<file path="src/rtl/quux_reader.sv">
// Serial quux bit receiver: packs LSB-first bits into WIDTH-bit words and
// queues them in a DEPTH-entry FIFO, tagging words that in_last cut short.
module quux_reader #(
  parameter int WIDTH = 8,
  parameter int DEPTH = 4
) (
  input  logic                     clk,
  input  logic                     rst,
  input  logic                     in_valid,
  input  logic                     in_quux,
  input  logic                     in_last,
  output logic                     in_ready,
  output logic                     out_valid,
  output logic [WIDTH-1:0]         out_data,
  output logic                     out_partial,
  input  logic                     out_ready,
  output logic [$clog2(DEPTH):0]   count,
  output logic [7:0]               word_cnt
);
  localparam int AW = $clog2(DEPTH);
  localparam int IW = $clog2(WIDTH);
  localparam int CW = AW + 1;

  logic [IW-1:0]                 idx_q, idx_d;
  logic [WIDTH-1:0]              shift_q, shift_d;
  logic [DEPTH-1:0][WIDTH-1:0]   mem_q, mem_d;
  logic [DEPTH-1:0]              part_q, part_d;
  logic [AW-1:0]                 wr_ptr_q, wr_ptr_d;
  logic [AW-1:0]                 rd_ptr_q, rd_ptr_d;
  logic [CW-1:0]                 count_q, count_d;
  logic [7:0]                    word_cnt_q, word_cnt_d;

  logic             accept, at_top, push, pop;
  logic [WIDTH-1:0] merged;

  // Ready depends on registered occupancy only, never on out_ready.
  assign in_ready    = (count_q != CW'(DEPTH));
  assign out_valid   = (count_q != '0);
  assign out_data    = out_valid ? mem_q[rd_ptr_q] : '0;
  assign out_partial = out_valid ? part_q[rd_ptr_q] : 1'b0;
  assign count       = count_q;
  assign word_cnt    = word_cnt_q;

  always_comb begin
    accept = in_valid && in_ready;
    at_top = (idx_q == IW'(WIDTH - 1));
    push   = accept && (at_top || in_last);
    pop    = out_valid && out_ready;

    // Bits above idx are still zero, so the closing word needs no masking.
    merged         = shift_q;
    merged[idx_q]  = in_quux;

    idx_d      = idx_q;
    shift_d    = shift_q;
    mem_d      = mem_q;
    part_d     = part_q;
    wr_ptr_d   = wr_ptr_q;
    rd_ptr_d   = rd_ptr_q;
    word_cnt_d = word_cnt_q;

    if (accept) begin
      if (push) begin
        idx_d            = '0;
        shift_d          = '0;
        mem_d[wr_ptr_q]  = merged;
        part_d[wr_ptr_q] = in_last && !at_top;
        wr_ptr_d         = wr_ptr_q + AW'(1);
        word_cnt_d       = word_cnt_q + 8'd1;
      end else begin
        idx_d   = idx_q + IW'(1);
        shift_d = merged;
      end
    end

    if (pop) rd_ptr_d = rd_ptr_q + AW'(1);

    count_d = count_q + CW'(push) - CW'(pop);
  end

  always_ff @(posedge clk or posedge rst) begin
    if (rst) begin
      idx_q      <= '0;
      shift_q    <= '0;
      mem_q      <= '0;
      part_q     <= '0;
      wr_ptr_q   <= '0;
      rd_ptr_q   <= '0;
      count_q    <= '0;
      word_cnt_q <= '0;
    end else begin
      idx_q      <= idx_d;
      shift_q    <= shift_d;
      mem_q      <= mem_d;
      part_q     <= part_d;
      wr_ptr_q   <= wr_ptr_d;
      rd_ptr_q   <= rd_ptr_d;
      count_q    <= count_d;
      word_cnt_q <= word_cnt_d;
    end
  end
endmodule

</file>
<file path="config.mk">
export PLATFORM = sky130hd
export DESIGN_NAME = quux_reader
export DESIGN_NICKNAME = d
export VERILOG_FILES = /design/src/rtl/quux_reader.sv
export SDC_FILE = /design/constraint.sdc
export NUM_CORES = 1
export LEC_CHECK = 0
export CAP_MARGIN = 0
export CORE_MARGIN = 3
export CORE_UTILIZATION = 64
export CTS_BUF_LIST = sky130_fd_sc_hd__clkbuf_8
export CTS_CLUSTER_DIAMETER = 50
export DETAILED_ROUTE_END_ITERATION = 10
export GPL_ROUTABILITY_DRIVEN = 1
export PLACE_DENSITY = 0.88
export SLEW_MARGIN = 15
export SYNTH_ARGS = -nofsm -noshare
export SYNTH_HDL_FRONTEND = slang
export SYNTH_SLANG_ARGS = --single-unit
</file>
<file path="constraint.sdc">
create_clock -name clk -period 4.8 [get_ports clk]
set_input_delay 0.96 -clock clk [delete_from_list [all_inputs] [get_ports clk]]
set_output_delay 0.96 -clock clk [all_outputs]
set_load 0.02 [all_outputs]
</file>
==> metrics list, run 1 <==
- Synthesis produced a netlist whose cell count is 265.
- Compared with the post-synthesis result, the final layout area differs by 13.3%.
* Seq cells post-synth: 62
- Seq/Total Area, Yosys: 0.522
- Maximum operating frequency: 0.294 GHz
- Chip Height: 74.1 µm
- Input and output buffers added on the ports amount to 27.
- Min Hold Slack: 0.478 ns
- Setup repair after global routing left no endpoint under its margin.
- The synthesized netlist contains 35 unique library cells.
- The signal on the critical path passes through mux4_2 -> and2_1 -> clkdlybuf4s50_1.
- The worst setup path is captured at an output pin.
- Final setup TNS: 0 ns
* Total core area: 0.00441 mm²
* Fillers: 306
- Pint: 1.31 mW
* Avg WL per Cell: 16.7 µm
- The tool flagged a number of max-cap violations equal to 0.
- At the pin with the least slew margin, the transition time is 0.802 ns.
- Die Width: 74.1 µm
- Of the total synthesized cell area, the portion taken by XOR and XNOR cells is 0.0354.
- In this run, synthesis inferred 0 flip-flops with an integrated enable.
- At the end of the flow, the number of nets in the layout was 302.
- Data required, critical path: 3.84 ns
* Number of sinks driven by the clock tree: 62
- For the worst-skew pair, the clock arrives at the later sink with an insertion delay of 0.34 ns.
* Number of global-route vias before repair: 1977
- Result of the run: completed
- Measured against the total synthesized area, the mux share comes to 0.0990.
- Initial core utilization: 0.673
- The final route contains 2021 vias.
* Avg Synthesized Cell Area: 11.2 µm²
* Main combinational cell family by area after synthesis: simple AND/OR/NAND/NOR gates
- Antenna Nets Post-Route: 0
- Count of final hold-check violations: 0
* Final Skew: 0.00638 ns
- Final min period: 3.40 ns
* Worst max-slew margin expressed relative to the limit: 0.465
* Final instance area: 0.00337 mm²
- Overall routed net length: 5740 µm
- Routed metal-1 wire length: 2420 µm
- Ys flop type: dfrtp_1
* Power density cells: 612 mW/mm²
* Library cell contributing the largest single delay on the critical path: dfrtp_1
- Maximum fanout along the worst path: 11
- For this run, the number of standard cells in the final layout without fillers is 343.
- The number of pins exceeding their max-slew limit in the final report was 0.
- In the finished design, the share of the clock period the worst path needs comes to 0.708.
* Fraction of layout instances using a drive strength above 1: 0.113
* Placer congestion estimate: 0.790
- dfrtp_1 takes more of the synthesized area than any other cell.
* Depth of the CTS H-tree: 3
- Total GRT Usage: 0.233
* Die area: 0.00549 mm²
- Setup violations remaining at the end of the flow were counted as 0.
* Delay of the slowest critical-path stage: 0.80 ns
- After detailed placement, the design holds a cell count of 327.
- Of the post-synthesis cell area, the dominant cell type holds 0.522.
- The worst setup path is launched from a register.
* Top post-synthesis cells by area: dfrtp_1 52%, mux4_2 6.8%, o21ai_1 6.6%
- The share of total power dissipated in sequential elements is 0.419.
- In this run, CTS created clock tree buffers numbering 9.
* CP delay by family, top: flip-flops
- Summed over all cells, the static leakage comes to 1.49 nW.
- Among all cell types in the netlist, the one instantiated most often is dfrtp_1.
- Clock power share: 0.223
- Area of the mapped netlist: 0.00297 mm²
- Summed over all nets, the half-perimeter wirelength after detailed placement is 3870 µm.
- Boundary Pins: 28
- Maximum number of buffers from clock root to sink: 2
- Of the total power, the share spent switching nets is 0.364.
- The synthesized-area fraction occupied by ao, oa, aoi and oai cells is 0.102.
* Wire length of the first global-routing pass: 9350 µm
- The worst hold path belongs to the class reg2reg.
* Remaining routing DRC violations: 0
- Of the total synthesized cell area, the portion taken by AND, OR, NAND and NOR gates is 0.137.
- Rows: 24
- Placement Cell Area: 0.00317 mm²
- STA puts the critical path data arrival time at 2.44 ns.
* Met2 Wirelength: 2900 µm
- Of all flip-flops after synthesis, the portion carrying an async set or reset was 1.00.
- Number of search-and-repair iterations in the first detailed-routing pass: 4
* Count of buffers added by post-CTS timing repair for setup: 0
- The routed design uses 340 µm of met3 wire.
* Post-synthesis adder-cell area fraction: 0.0447
- 0 antenna diodes ended up in the layout.
- Buffers inserted to repair hold after CTS numbered 0.
- The number of buffers and inverters on the critical path is 1.
- In this run the power spent charging and discharging nets is 0.749 mW.
- Topmost layer with routed signal wires: met4
- List of most frequent post-synthesis cells: 62 x dfrtp_1, 48 x nand2_1, 39 x o21ai_1
- Clock-pin transition on the worst setup and hold timing paths: 0.07 ns
- The number of gates resized after CTS was 0.
- Entering global routing, the biggest net connects 40 pins.
- CTS placed an instance of clkbuf_8 at the clock tree root.
- TritonCTS built the clock tree.
- Post-Synthesis Net Count: 281
* Worst IR Drop VDD: 0.000366 V
* Number of antenna violations at the first check in global routing: 0
- The first routing iteration left 131 violations.
- The critical path in this run is classified as reg2out.
- Yosys printed 0 warnings.
* Overall overflow remaining after global route: 0
* Part of the power in combinational logic: 0.358
- After detailed routing, the number of vias per cell comes to 5.89.
==> final timing paths <==
kind                            slack [ns]  cells past startpoint           to        start
worst max-delay path                  1.40                      3  out_data[6]  rd_ptr_q[0]
worst min-delay path                  0.48                      1  word_cnt[7]  word_cnt[7]
worst max register to register        1.95                     11     count[2]     idx_q[1]
worst min register to register        0.48                      1  word_cnt[7]  word_cnt[7]
max in group asynchronous             2.90                      3     idx_q[2]          rst
min in group asynchronous             1.09                      2    mem_q[24]          rst
==> layout make-up <==
type / count / area, µm² / area share
Clock inverter: 5 / 48.8 / 0.0145
Timing Repair Buffer: 28 / 278 / 0.0825
Tap cell: 52 / 65.1 / 0.0193
Inverter: 8 / 30.0 / 0.00892
Multi-Input combinational cell: 177 / 1240 / 0.369
Clock buffer: 11 / 151 / 0.0450
Sequential cell: 62 / 1550 / 0.461
==> metal layers <==
| metal | GRT usage | vias up |
|---|---|---|
| met1 | 0.298 | 986 |
| li1 | - | 959 |
| met4 | 0.115 | 0 |
| met3 | 0.0541 | 7 |
| met5 | 0 | - |
| met2 | 0.376 | 69 |
==> power groups by stage <==
stage,Sequential (mW),Combinational [mW],Clock (mW)
CTS,0.861,0.748,0.466
finish,0.863,0.738,0.460
detailed placement,0.870,0.741,0
floorplan,0.815,0.546,0
global route,0.888,0.813,0.484
global placement,0.852,0.713,0
==> metrics by stage <==
stage | total power [mW] | worst slack (ns) | util
final | 2.06 | 1.40 | 0.762
after floorplan | 1.36 | 2.22 | -
after CTS | 2.07 | 1.39 | 0.762
after detailed placement | 1.61 | 1.44 | 0.717
after global placement | 1.57 | 1.49 | 0.717
after global routing | 2.18 | 1.26 | 0.762
==> placed cells by master, fill, tap and decap left out <==
cell type / Yosys / final
o21ai_2: 3 / 3
xor2_1: 4 / 4
and2_1: 10 / 10
mux4_2: 9 / 9
nor3b_2: 1 / 1
fa_1: 1 / 1
nor2_2: 1 / 1
a31oi_1: 8 / 8
inv_1: 7 / 7
nand3_1: 1 / 1
or3_1: 2 / 2
o21ai_0: 1 / 1
and3_1: 2 / 2
clkbuf_8: 0 / 11
ha_1: 9 / 9
buf_4: 0 / 1
nand4_1: 3 / 3
dfrtp_1: 62 / 62
o21ai_1: 39 / 39
nor3b_1: 2 / 2
bufinv_16: 0 / 1
clkdlybuf4s50_1: 0 / 27
inv_2: 1 / 2
a22o_1: 2 / 2
mux2_2: 1 / 1
mux2i_1: 8 / 8
nand2_1: 48 / 48
o2111ai_1: 1 / 1
xnor2_1: 8 / 8
and2_0: 1 / 1
nor2_1: 4 / 4
nor3_1: 2 / 2
or3b_1: 4 / 4
clkinv_2: 0 / 3
nand3b_1: 2 / 2
==> logic make-up (layout without fill, tap and decap cells) <==
kind of cell / after synthesis / in the layout
adder cells (fa/ha/maj): 10 / 10
AND/OR/NAND/NOR: 83 / 83
flip-flops: 62 / 62
buffers and inverters: 26 / 52
XOR/XNOR: 12 / 12
AO/OA/AOI/OAI: 54 / 54
multiplexers: 18 / 18
==> registers in the layout, summed over array words and instances (netlist names) <==
| register | flops |
|---|---|
| idx_q | 3 |
| wr_ptr_q | 2 |
| mem_q | 32 |
| rd_ptr_q | 2 |
| word_cnt | 8 |
| count | 3 |
| part_q | 4 |
| shift_q | 8 |
Note: power is estimated with default switching activity, not from simulation.
==> inputs of run 2 (changes only) <==
--- a/config.mk
+++ b/config.mk
@@ -7,12 +7,12 @@
 export LEC_CHECK = 0
 export CAP_MARGIN = 0
 export CORE_MARGIN = 3
-export CORE_UTILIZATION = 64
+export CORE_UTILIZATION = 53
 export CTS_BUF_LIST = sky130_fd_sc_hd__clkbuf_8
 export CTS_CLUSTER_DIAMETER = 50
 export DETAILED_ROUTE_END_ITERATION = 10
 export GPL_ROUTABILITY_DRIVEN = 1
-export PLACE_DENSITY = 0.88
+export PLACE_DENSITY = 0.78
 export SLEW_MARGIN = 15
 export SYNTH_ARGS = -nofsm -noshare
 export SYNTH_HDL_FRONTEND = slang
==> constraint.sdc (replaced) <==
create_clock -name clk -period 3.1 [get_ports clk]
set_input_delay 0.62 -clock clk [delete_from_list [all_inputs] [get_ports clk]]
set_output_delay 0.62 -clock clk [all_outputs]
set_load 0.02 [all_outputs]
==> metrics list, run 2 (synthesis results as in run 1) <==
* Number of antenna violations at the first check in global routing: 0 (unchanged)
- The number of top-level pins came to 28 (unchanged).
- Flip-flop count of the largest register after layout: 32 (unchanged)
* Count of buffers added by post-CTS timing repair for setup: 0 (unchanged)
* Slew at the pin closest to its max-slew limit: 0.674 ns (was 0.802 ns)
- Clk root buf: clkbuf_8 (unchanged)
- Origin of the worst setup path: rd_ptr_q[1] (was rd_ptr_q[0])
* Remaining routing DRC violations: 0 (unchanged)
* Fraction of layout instances using a drive strength above 1: 0.131 (was 0.113)
- The core outline area was 0.00527 mm² (was 0.00441 mm²).
- Count of final hold-check violations: 0 (unchanged)
* Fillers: 434 (was 306)
- The data arrival time of the worst path came to 2.13 ns (was 2.44 ns).
- The number of antenna diodes came to 0 (unchanged).
- Post-DR vias/cell: 5.43 (was 5.89)
- Worst IR Drop VDD: 0.000513 V (was 0.000366 V)
- Register ranked first by flip-flop count: mem_q (unchanged)
- The number of buffers inserted by hold repair at cts was 0 (unchanged).
* Worst setup EP type: output pin (unchanged)
- The vertical die dimension came to 80.9 µm (was 74.1 µm).
- Number of setup violations in the final report: 0 (unchanged)
- Iteration-0 DRC Markers: 87 (was 131)
- Total half-perimeter wirelength after legalization and detailed placement: 3950 µm (was 3870 µm)
- The count of nets after finishing came to 308 (was 302).
- Worst Hold Class: reg2reg (unchanged)
* Area delta synth->final: 15.1% (was 13.3%)
- Critical path type: reg2out (unchanged)
- The remaining global-route overflow came to 0 (unchanged).
- Number of search-and-repair iterations in the first detailed-routing pass: 5 (was 4)
- Clock latency at the later pin of the worst-skew pair: 0.35 ns (was 0.34 ns)
* Final Skew: 0.00846 ns (was 0.00638 ns)
- Hold Startpoint: word_cnt[7] (unchanged)
- Worst-case setup slack after placement: 0.456 ns (was 1.44 ns)
- The area of the multi-input gates was 0.00124 mm² (unchanged).
* Delay of the slowest critical-path stage: 0.68 ns (was 0.80 ns)
- The maximum number of buffers from clock root to sink came to 2 (unchanged).
* Maximum fanout along the worst path: 10 (was 11)
* Result of the run: completed (unchanged)
* Total GRT Usage: 0.199 (was 0.233)
- The count of vias placed by the detailed router was 1992 (was 2021).
- Port Buf Inserts: 27 (unchanged)
* Commonest cells after routing, fill and taps aside: 62 x dfrtp_1, 48 x nand2_1, 39 x o21ai_1, 27 x clkdlybuf4s50_1, 12 x clkbuf_8 (was 62 x dfrtp_1, 48 x nand2_1, 39 x o21ai_1, 27 x clkdlybuf4s50_1, 11 x clkbuf_8)
- The proportion of power drawn by combinational gates was 0.380 (was 0.358).
* Die Width: 80.9 µm (was 74.1 µm)
- In the finished design, the share of the clock period the worst path needs comes to 0.887.
- The maximum number of pins on one net before global-route repair came to 34 (was 40).
- Data required, critical path: 2.48 ns (was 3.84 ns)
* Power density cells: 919 mW/mm² (was 612 mW/mm²)
- Switching power share of the total: 0.366 (was 0.364)
- Depth of the CTS H-tree: 3 (unchanged)
- The cell row count was 26 (was 24).
- The sum of negative setup slack is 0 ns (unchanged).
- Pins Over Slew Limit: 0 (unchanged)
- The max-cap check violation count came to 0 (unchanged).
- Worst path cell trace: mux4_2 -> and2_1 -> clkdlybuf4s50_1 (unchanged).
- Final min period: 2.75 ns
- The final RePlAce weighted congestion was 0.770 (was 0.790).
- Number of sinks driven by the clock tree: 62 (unchanged)
* Initial core utilization: 0.564 (was 0.673)
- Library cell contributing the largest single delay on the critical path: dfrtp_1 (unchanged)
- Worst max-slew margin expressed relative to the limit: 0.550 (was 0.465)
- The cell-internal power came to 1.99 mW (was 1.31 mW).
* RSZ-0062 raised after global routing: no (unchanged)
- Sequential share of power: 0.410 (was 0.419)
- Die area: 0.00654 mm² (was 0.00549 mm²)
- The number of antenna-violating nets in the routed design is 0 (unchanged).
- The post-CTS resize count is 0 (unchanged).
- Clock power share: 0.211 (was 0.223)
- Wire length of the first global-routing pass: 9540 µm (was 9350 µm)
- The most frequent standard cell in the layout excluding fill and tap cells is dfrtp_1 (unchanged).
* Clock-pin transition on the worst setup and hold timing paths: 0.07 ns (about the same)
- The via count of the first global-routing pass came to 1980 (was 1977).
* Total leakage power: 1.51 nW (was 1.49 nW)
* Avg WL per Cell: 15.3 µm (was 16.7 µm)
- Area used by sequential logic in the layout: 0.00155 mm² (unchanged)
- Maximum operating frequency: 0.364 GHz
- The total clock buffers created by CTS was 9 (unchanged).
* Startpoint type of the worst setup path: register (unchanged)
* Overall routed net length: 5600 µm (was 5740 µm)
* Sw Pwr: 1.15 mW (was 0.749 mW)
* Final critical-path setup slack: 0.349 ns (was 1.40 ns)
* TritonCTS clock tree: done (unchanged)
- The launch instance of the worst register-to-register path was count[1] (was idx_q[1]).
[run 2: metrics by stage]
stage	std cells	instance area, µm²	power, mW	hold slack [ns]	utilization
6_report	367	3420	3.14	0.477	0.649
5_1_grt	367	3420	3.37	0.495	0.649
4_1_cts	367	3420	3.18	0.478	0.649
3_5_place_dp	351	3230	2.51	0.463	0.613
3_3_place_gp	351	3230	2.47	0.457	0.613
2_1_floorplan	265	2970	2.11	0.446	-
[run 2: final timing paths]
check	end	slack (ns)	cells after the start
max in group asynchronous	shift_q[0]	1.72	3
min in group asynchronous	mem_q[26]	0.69	2
max reg2reg	count[2]	0.60	8
min	word_cnt[7]	0.48	1
min reg2reg	word_cnt[7]	0.48	1
max	out_partial	0.35	3
[run 2: layout make-up]
| class | count | area share |
|---|---|---|
| clock buffer | 12 | 0.0483 |
| clock inverter | 4 | 0.00622 |
| inverter | 8 | 0.00878 |
| multi-input combinational | 177 | 0.363 |
| sequential | 62 | 0.454 |
| tap | 70 | 0.0256 |
| timing repair buffer | 34 | 0.0944 |
[run 2: power by group through the flow]
| stage | Combinational [mW] | Sequential [mW] | Clock [mW] |
|---|---|---|---|
| 2_1_floorplan | 0.845 | 1.26 | 0 |
| 3_3_place_gp | 1.18 | 1.28 | 0 |
| 3_5_place_dp | 1.21 | 1.30 | 0 |
| 4_1_cts | 1.21 | 1.29 | 0.678 |
| 5_1_grt | 1.33 | 1.32 | 0.716 |
| 6_report | 1.19 | 1.29 | 0.662 |
[run 2: worst max-delay path: cells and delay by family (launching register included)]
kind                   cells  cell delay, ns
muxes                      1            0.39
and+or+nand+nor            1            0.18
buffers and inverters      1            0.54
DFF                        1            0.68
[run 2: layer usage]
layer	track usage	up-vias	wire length, µm
li1	-	970	-
met1	0.249	955	2480
met2	0.320	57	2690
met3	0.0721	10	330
met4	0.0709	0	101
met5	0	-	0
==> inputs of run 3 (changes only) <==
--- a/config.mk
+++ b/config.mk
@@ -13,6 +13,7 @@
 export DETAILED_ROUTE_END_ITERATION = 10
 export GPL_ROUTABILITY_DRIVEN = 1
 export PLACE_DENSITY = 0.78
+export SETUP_SLACK_MARGIN = 0.05
 export SLEW_MARGIN = 15
 export SYNTH_ARGS = -nofsm -noshare
 export SYNTH_HDL_FRONTEND = slang
==> results of run 3 <==
Final layout, timing and power as in run 2 (identical DEF).
